## src/rtl/mmu_reg_arb.sv

```systemverilog
// mmu_reg_arb: arbitrates the single MMU register-file port between the CPU
// PMOVE path and the table walker. One request is in flight at a time; reads
// take one extra cycle to capture the register-file output. CPU writes to
// CRP/SRP/TC are held off while a table walk is running.
module mmu_reg_arb #(
    parameter int DATA_WIDTH = 32,
    parameter int ADDR_WIDTH = 4,
    parameter int NUM_REGS   = 6
) (
    input  logic                  clk,
    input  logic                  rst,

    input  logic                  cpu_req_valid,
    output logic                  cpu_req_ready,
    input  logic                  cpu_req_we,
    input  logic [ADDR_WIDTH-1:0] cpu_req_addr,
    input  logic [DATA_WIDTH-1:0] cpu_req_wdata,
    output logic                  cpu_rsp_valid,
    input  logic                  cpu_rsp_ready,
    output logic [DATA_WIDTH-1:0] cpu_rsp_rdata,
    output logic                  cpu_rsp_err,

    input  logic                  tw_req_valid,
    output logic                  tw_req_ready,
    input  logic                  tw_req_we,
    input  logic [ADDR_WIDTH-1:0] tw_req_addr,
    input  logic [DATA_WIDTH-1:0] tw_req_wdata,
    output logic                  tw_rsp_valid,
    input  logic                  tw_rsp_ready,
    output logic [DATA_WIDTH-1:0] tw_rsp_rdata,
    output logic                  tw_rsp_err,

    input  logic                  walk_busy,

    output logic                  reg_wr_en,
    output logic                  reg_rd_en,
    output logic [ADDR_WIDTH-1:0] reg_addr,
    output logic [DATA_WIDTH-1:0] reg_wr_data,
    input  logic [DATA_WIDTH-1:0] reg_rd_data
);

    typedef enum logic [1:0] {IDLE, ISSUE, CAPT, RESP} state_t;

    state_t                  state;
    logic                    owner_tw;
    logic                    rr_tw;
    logic                    lat_we;
    logic [ADDR_WIDTH-1:0]   lat_addr;
    logic [DATA_WIDTH-1:0]   lat_wdata;
    logic                    lat_err;

    logic                    cpu_eligible;
    logic                    tw_eligible;
    logic                    grant_cpu;
    logic                    grant_tw;
    logic                    addr_ok;
    logic                    rsp_pending;
    logic                    rsp_taken;

    // Eligibility, round-robin grant and the combinational request-ready path
    always_comb begin
        cpu_eligible  = cpu_req_valid &&
                        !(cpu_req_we && walk_busy && (cpu_req_addr <= ADDR_WIDTH'(2)));
        tw_eligible   = tw_req_valid;
        grant_cpu     = !rst && (state == IDLE) && cpu_eligible && (!tw_eligible || !rr_tw);
        grant_tw      = !rst && (state == IDLE) && tw_eligible && (!cpu_eligible || rr_tw);
        cpu_req_ready = grant_cpu;
        tw_req_ready  = grant_tw;
        addr_ok       = {1'b0, lat_addr} < (ADDR_WIDTH + 1)'(NUM_REGS);
        rsp_pending   = cpu_rsp_valid || tw_rsp_valid;
        rsp_taken     = owner_tw ? tw_rsp_ready : cpu_rsp_ready;
    end

    // Request sequencer: latch a grant, issue one strobe, capture read data, hold the response
    always_ff @(posedge clk) begin
        if (rst) begin
            state         <= IDLE;
            owner_tw      <= 1'b0;
            rr_tw         <= 1'b0;
            lat_we        <= 1'b0;
            lat_addr      <= '0;
            lat_wdata     <= '0;
            lat_err       <= 1'b0;
            reg_wr_en     <= 1'b0;
            reg_rd_en     <= 1'b0;
            reg_addr      <= '0;
            reg_wr_data   <= '0;
            cpu_rsp_valid <= 1'b0;
            cpu_rsp_rdata <= '0;
            cpu_rsp_err   <= 1'b0;
            tw_rsp_valid  <= 1'b0;
            tw_rsp_rdata  <= '0;
            tw_rsp_err    <= 1'b0;
        end else begin
            case (state)
                IDLE: begin
                    if (grant_cpu || grant_tw) begin
                        owner_tw  <= grant_tw;
                        lat_we    <= grant_tw ? tw_req_we    : cpu_req_we;
                        lat_addr  <= grant_tw ? tw_req_addr  : cpu_req_addr;
                        lat_wdata <= grant_tw ? tw_req_wdata : cpu_req_wdata;
                        lat_err   <= 1'b0;
                        if (cpu_eligible && tw_eligible) begin
                            rr_tw <= !rr_tw;
                        end
                        state <= ISSUE;
                    end
                end
                ISSUE: begin
                    if (addr_ok) begin
                        reg_addr    <= lat_addr;
                        reg_wr_data <= lat_wdata;
                        reg_wr_en   <= lat_we;
                        reg_rd_en   <= !lat_we;
                        state       <= lat_we ? RESP : CAPT;
                    end else begin
                        lat_err <= 1'b1;
                        state   <= RESP;
                    end
                end
                CAPT: begin
                    if (reg_rd_en) begin
                        reg_rd_en <= 1'b0;
                    end else begin
                        if (owner_tw) begin
                            tw_rsp_valid  <= 1'b1;
                            tw_rsp_rdata  <= reg_rd_data;
                            tw_rsp_err    <= 1'b0;
                        end else begin
                            cpu_rsp_valid <= 1'b1;
                            cpu_rsp_rdata <= reg_rd_data;
                            cpu_rsp_err   <= 1'b0;
                        end
                        state <= RESP;
                    end
                end
                RESP: begin
                    reg_wr_en <= 1'b0;
                    reg_rd_en <= 1'b0;
                    if (!rsp_pending) begin
                        if (owner_tw) begin
                            tw_rsp_valid  <= 1'b1;
                            tw_rsp_rdata  <= '0;
                            tw_rsp_err    <= lat_err;
                        end else begin
                            cpu_rsp_valid <= 1'b1;
                            cpu_rsp_rdata <= '0;
                            cpu_rsp_err   <= lat_err;
                        end
                    end else if (rsp_taken) begin
                        cpu_rsp_valid <= 1'b0;
                        cpu_rsp_rdata <= '0;
                        cpu_rsp_err   <= 1'b0;
                        tw_rsp_valid  <= 1'b0;
                        tw_rsp_rdata  <= '0;
                        tw_rsp_err    <= 1'b0;
                        state         <= IDLE;
                    end
                end
                default: state <= IDLE;
            endcase
        end
    end

endmodule

```

## config.mk

```make
export PLATFORM = sky130hd
export DESIGN_NAME = mmu_reg_arb
export DESIGN_NICKNAME = d
export VERILOG_FILES = /design/src/rtl/mmu_reg_arb.sv
export SDC_FILE = /design/constraint.sdc
export NUM_CORES = 1
export LEC_CHECK = 0
export CELL_PAD_IN_SITES_DETAIL_PLACEMENT = 0
export CELL_PAD_IN_SITES_GLOBAL_PLACEMENT = 1
export CORE_MARGIN = 1
export CORE_UTILIZATION = 45
export CTS_CLUSTER_SIZE = 40
export DETAILED_ROUTE_END_ITERATION = 12
export DONT_BUFFER_PORTS = 1
export HOLD_SLACK_MARGIN = 0.12
export PLACE_DENSITY = 0.9
export SYNTH_ARGS = -nofsm -noshare
export SYNTH_HDL_FRONTEND = slang
export SYNTH_SLANG_ARGS = --single-unit
```

## constraint.sdc

```tcl
create_clock -name clk -period 2.5 [get_ports clk]
set_clock_uncertainty 0.05 [all_clocks]
set_input_delay 0.25 -clock clk [delete_from_list [all_inputs] [get_ports clk]]
set_output_delay 0.25 -clock clk [all_outputs]
set_load 0.005 [all_outputs]
```

==> impl_metrics.json <==
{
  "fin_crit_sh_pct": 95.5,
  "synth.distinct_cells": 38,
  "grt_remaining_overflow": 0,
  "start_util_pct": 46.6,
  "grt_max_degree": 119,
  "cp_data_arrival_time_ns": 2.65,
  "reg2reg_slack_ns": 0.11,
  "num_rows": 42,
  "ir_drop_mv": 0.414,
  "crit_fanout": 13,
  "synth_top_area_share_pct": 47.7,
  "place.gp.congestion": 0.806,
  "die_area_sq_um": 14300,
  "numPortBuffers": 0,
  "clk_root_buffer_cell": "clkbuf_16",
  "worstPathRequired_ns": 2.76,
  "path_class": "register to register",
  "yosys-top-cells-area": "dfxtp_1 (48%), a21oi_1 (8.8%), mux2i_1 (6.1%)",
  "place_hpwl_microns": 10400,
  "hold_viol_final": 0,
  "fin_cells": 1026,
  "layout.nets": 958,
  "drt_pass1_iterations": 5,
  "die_w_microns": 120,
  "via_count": 5928,
  "ys_seq_area_share_pct": 47.7,
  "max_cap_viol_count": 0,
  "core_area_sq_um": 13300,
  "slew_headroom_pct": 56.3,
  "start_kind": "register",
  "ant_nets": 0,
  "tns_ns": 0,
  "status": "finished, final reports clean",
  "grt.total_usage_pct": 26.2,
  "tightest_slew_ns": 0.655,
  "ys_async_sr_fraction_pct": 0,
  "placed_cells": 862,
  "maxSlewViolCount": 0,
  "grt_pass1_vias": 5933,
  "grt_pass1_wl_microns": 29700,
  "tritoncts": "yes",
  "yosysTopAreaCell": "dfxtp_1",
  "htree_num_levels": 4,
  "netlist_instances": 738,
  "cts_buffers": 17,
  "antenna_found_initial": 0,
  "cts_buffer_depth": 2,
  "cp-end-kind": "register",
  "num_io_pins": 221,
  "synth.avg_cell_area_sq_um": 8.42,
  "wirelength_microns": 18600,
  "hp-class": "input port to register",
  "synth_edf_count": 0,
  "clock_latency_ns": 0.41,
  "rsz0062_at_grt": "false",
  "vias_per_cell": 5.78,
  "die_height_microns": 120,
  "drt_iter0_drc": 503,
  "dp_worst_setup_slack_ns": 0.156,
  "yosysWarnings": 0,
  "setup_violations": 0,
  "synthFlopType": "dfxtp_1",
  "ff_latch_area_sq_um": 2960,
  "diodes": 0,
  "synth_area_sq_um": 6220,
  "fmaxAchievable_mhz": 419,
  "cellLeakagePower_nw": 3.21,
  "wl_per_cell_microns": 18.1,
  "pwr_density_cell_nw_per_um2": 964,
  "syn_nets": 856,
  "area_delta_synth_final_pct": 33.2,
  "multi_input_area_sq_um": 2960,
  "setup_slack_ns": 0.111,
  "post-route-drc-count": 0,
  "drive_gt1_share_pct": 7.53,
  "clock-sinks": 148,
  "fin_crit_ns": 2.39,
  "cts.clk_slew.worst_paths_ns": 0.06,
  "synth_seq_cells": 148,
  "fill_cells": 1081
}
[routing by layer]
layer	global-route usage, %	wire (microns)	up-vias
li1	-	-	2774
met1	29.7	7180	2760
met2	45.3	9180	351
met3	8.65	1920	43
met4	10.2	328	0
met5	0	0	-
[area by class of cell]
| cell class | count | area share (%) |
|---|---|---|
| inverters | 8 | 0.362 |
| clock buffers | 20 | 5.51 |
| clock inverters | 9 | 1.30 |
| multi-input cells | 514 | 35.7 |
| flip-flops and latches | 148 | 35.8 |
| well taps | 176 | 2.66 |
| repair buffers | 151 | 18.7 |
[cell usage after synthesis (all sizes together), types with 2 or more instances]
master  number
a211oi      39
a21oi      109
a221oi       2
and3         2
buf         17
clkbuf      51
dfxtp      148
ha           5
inv          8
mux2         2
mux2i       39
nand2       77
nand2b       5
nand3       68
nor2        44
nor2b       34
nor3b        2
o21a         3
o21ai       70
o21ba        2
[cells in the final DEF, fill, tap and decap left out, drive strengths merged, types with 3 or more instances in the layout]
cell         instances
clkinv               5
nor2b               34
nand3               68
nor2                44
dlygate4sd3        130
ha                   5
o21a                 3
buf                 20
a21oi              109
o21ai               70
a211oi              39
mux2i               39
nand2               77
inv                  8
dfxtp              148
nand2b               5
clkbuf              21
[final timing paths]
check                    endpoint        startpoint  cells after the start
setup / recovery    lat_wdata[21]          state[1]                      8
hold reg to reg   reg_wr_data[26]     lat_wdata[26]                      2
setup reg to reg    lat_wdata[21]          state[1]                      8
hold / removal      lat_wdata[31]  tw_req_wdata[31]                      2
[worst max-delay path, cell delays in order, from the launching register on]
cell and delay (ns):
dfxtp_1 0.35, inv_1 0.11, ha_2 0.23, and3b_1 0.22
o311ai_4 0.15, buf_12 0.20, mux2i_1 0.12, dlygate4sd3_1 0.56
a211oi_1 0.29
[flip-flops by register name, summed over array words and instances, names as in the netlist]
register	cells
reg_rd_en	1
reg_addr	4
lat_addr	4
tw_rsp_valid	1
tw_rsp_err	1
lat_wdata	32
reg_wr_en	1
cpu_rsp_rdata	32
owner_tw	1
state	2
cpu_rsp_valid	1
rr_tw	1
tw_rsp_rdata	32
cpu_rsp_err	1
lat_err	1
lat_we	1
reg_wr_data	32
[cells by family after synthesis]
group           count (synthesis)  share of synthesized area (%)
simple gates                  236                           17.8
compound gates                231                           21.4
flops                         148                           47.7
buf+inv                        76                           5.29
mux                            41                           6.70
fa+ha+maj                       5                           1.01
xor+xnor                        1                          0.141
[per-stage QoR]
step	hold slack (ns)	area [sq um]	util, %	total power (W)
final	0.148	8280	62.1	0.00798
after global routing	0.140	8280	62.1	0.00844
after CTS	0.122	8220	61.6	0.00793
after detailed placement	0.280	6320	47.4	0.00523
after global placement	0.278	6320	47.4	0.00511
after floorplan	0.380	6220	-	0.00468
[power breakdown]
group	leakage, nW	switching [W]	internal (W)
clock	0.274	0.000950	0.00150
combinational	1.73	0.00155	0.000901
sequential	1.20	0.000313	0.00277
[timing repair]
action / in CTS / in global routing
setup endpoints to repair: 0 / 26
buffers inserted: 0 / 3
resized for setup: 0 / 3
endpoints found under the hold margin: 148 / 0
hold buffers: 131 / 0
No activity file was read; power rests on OpenSTA's default activity.
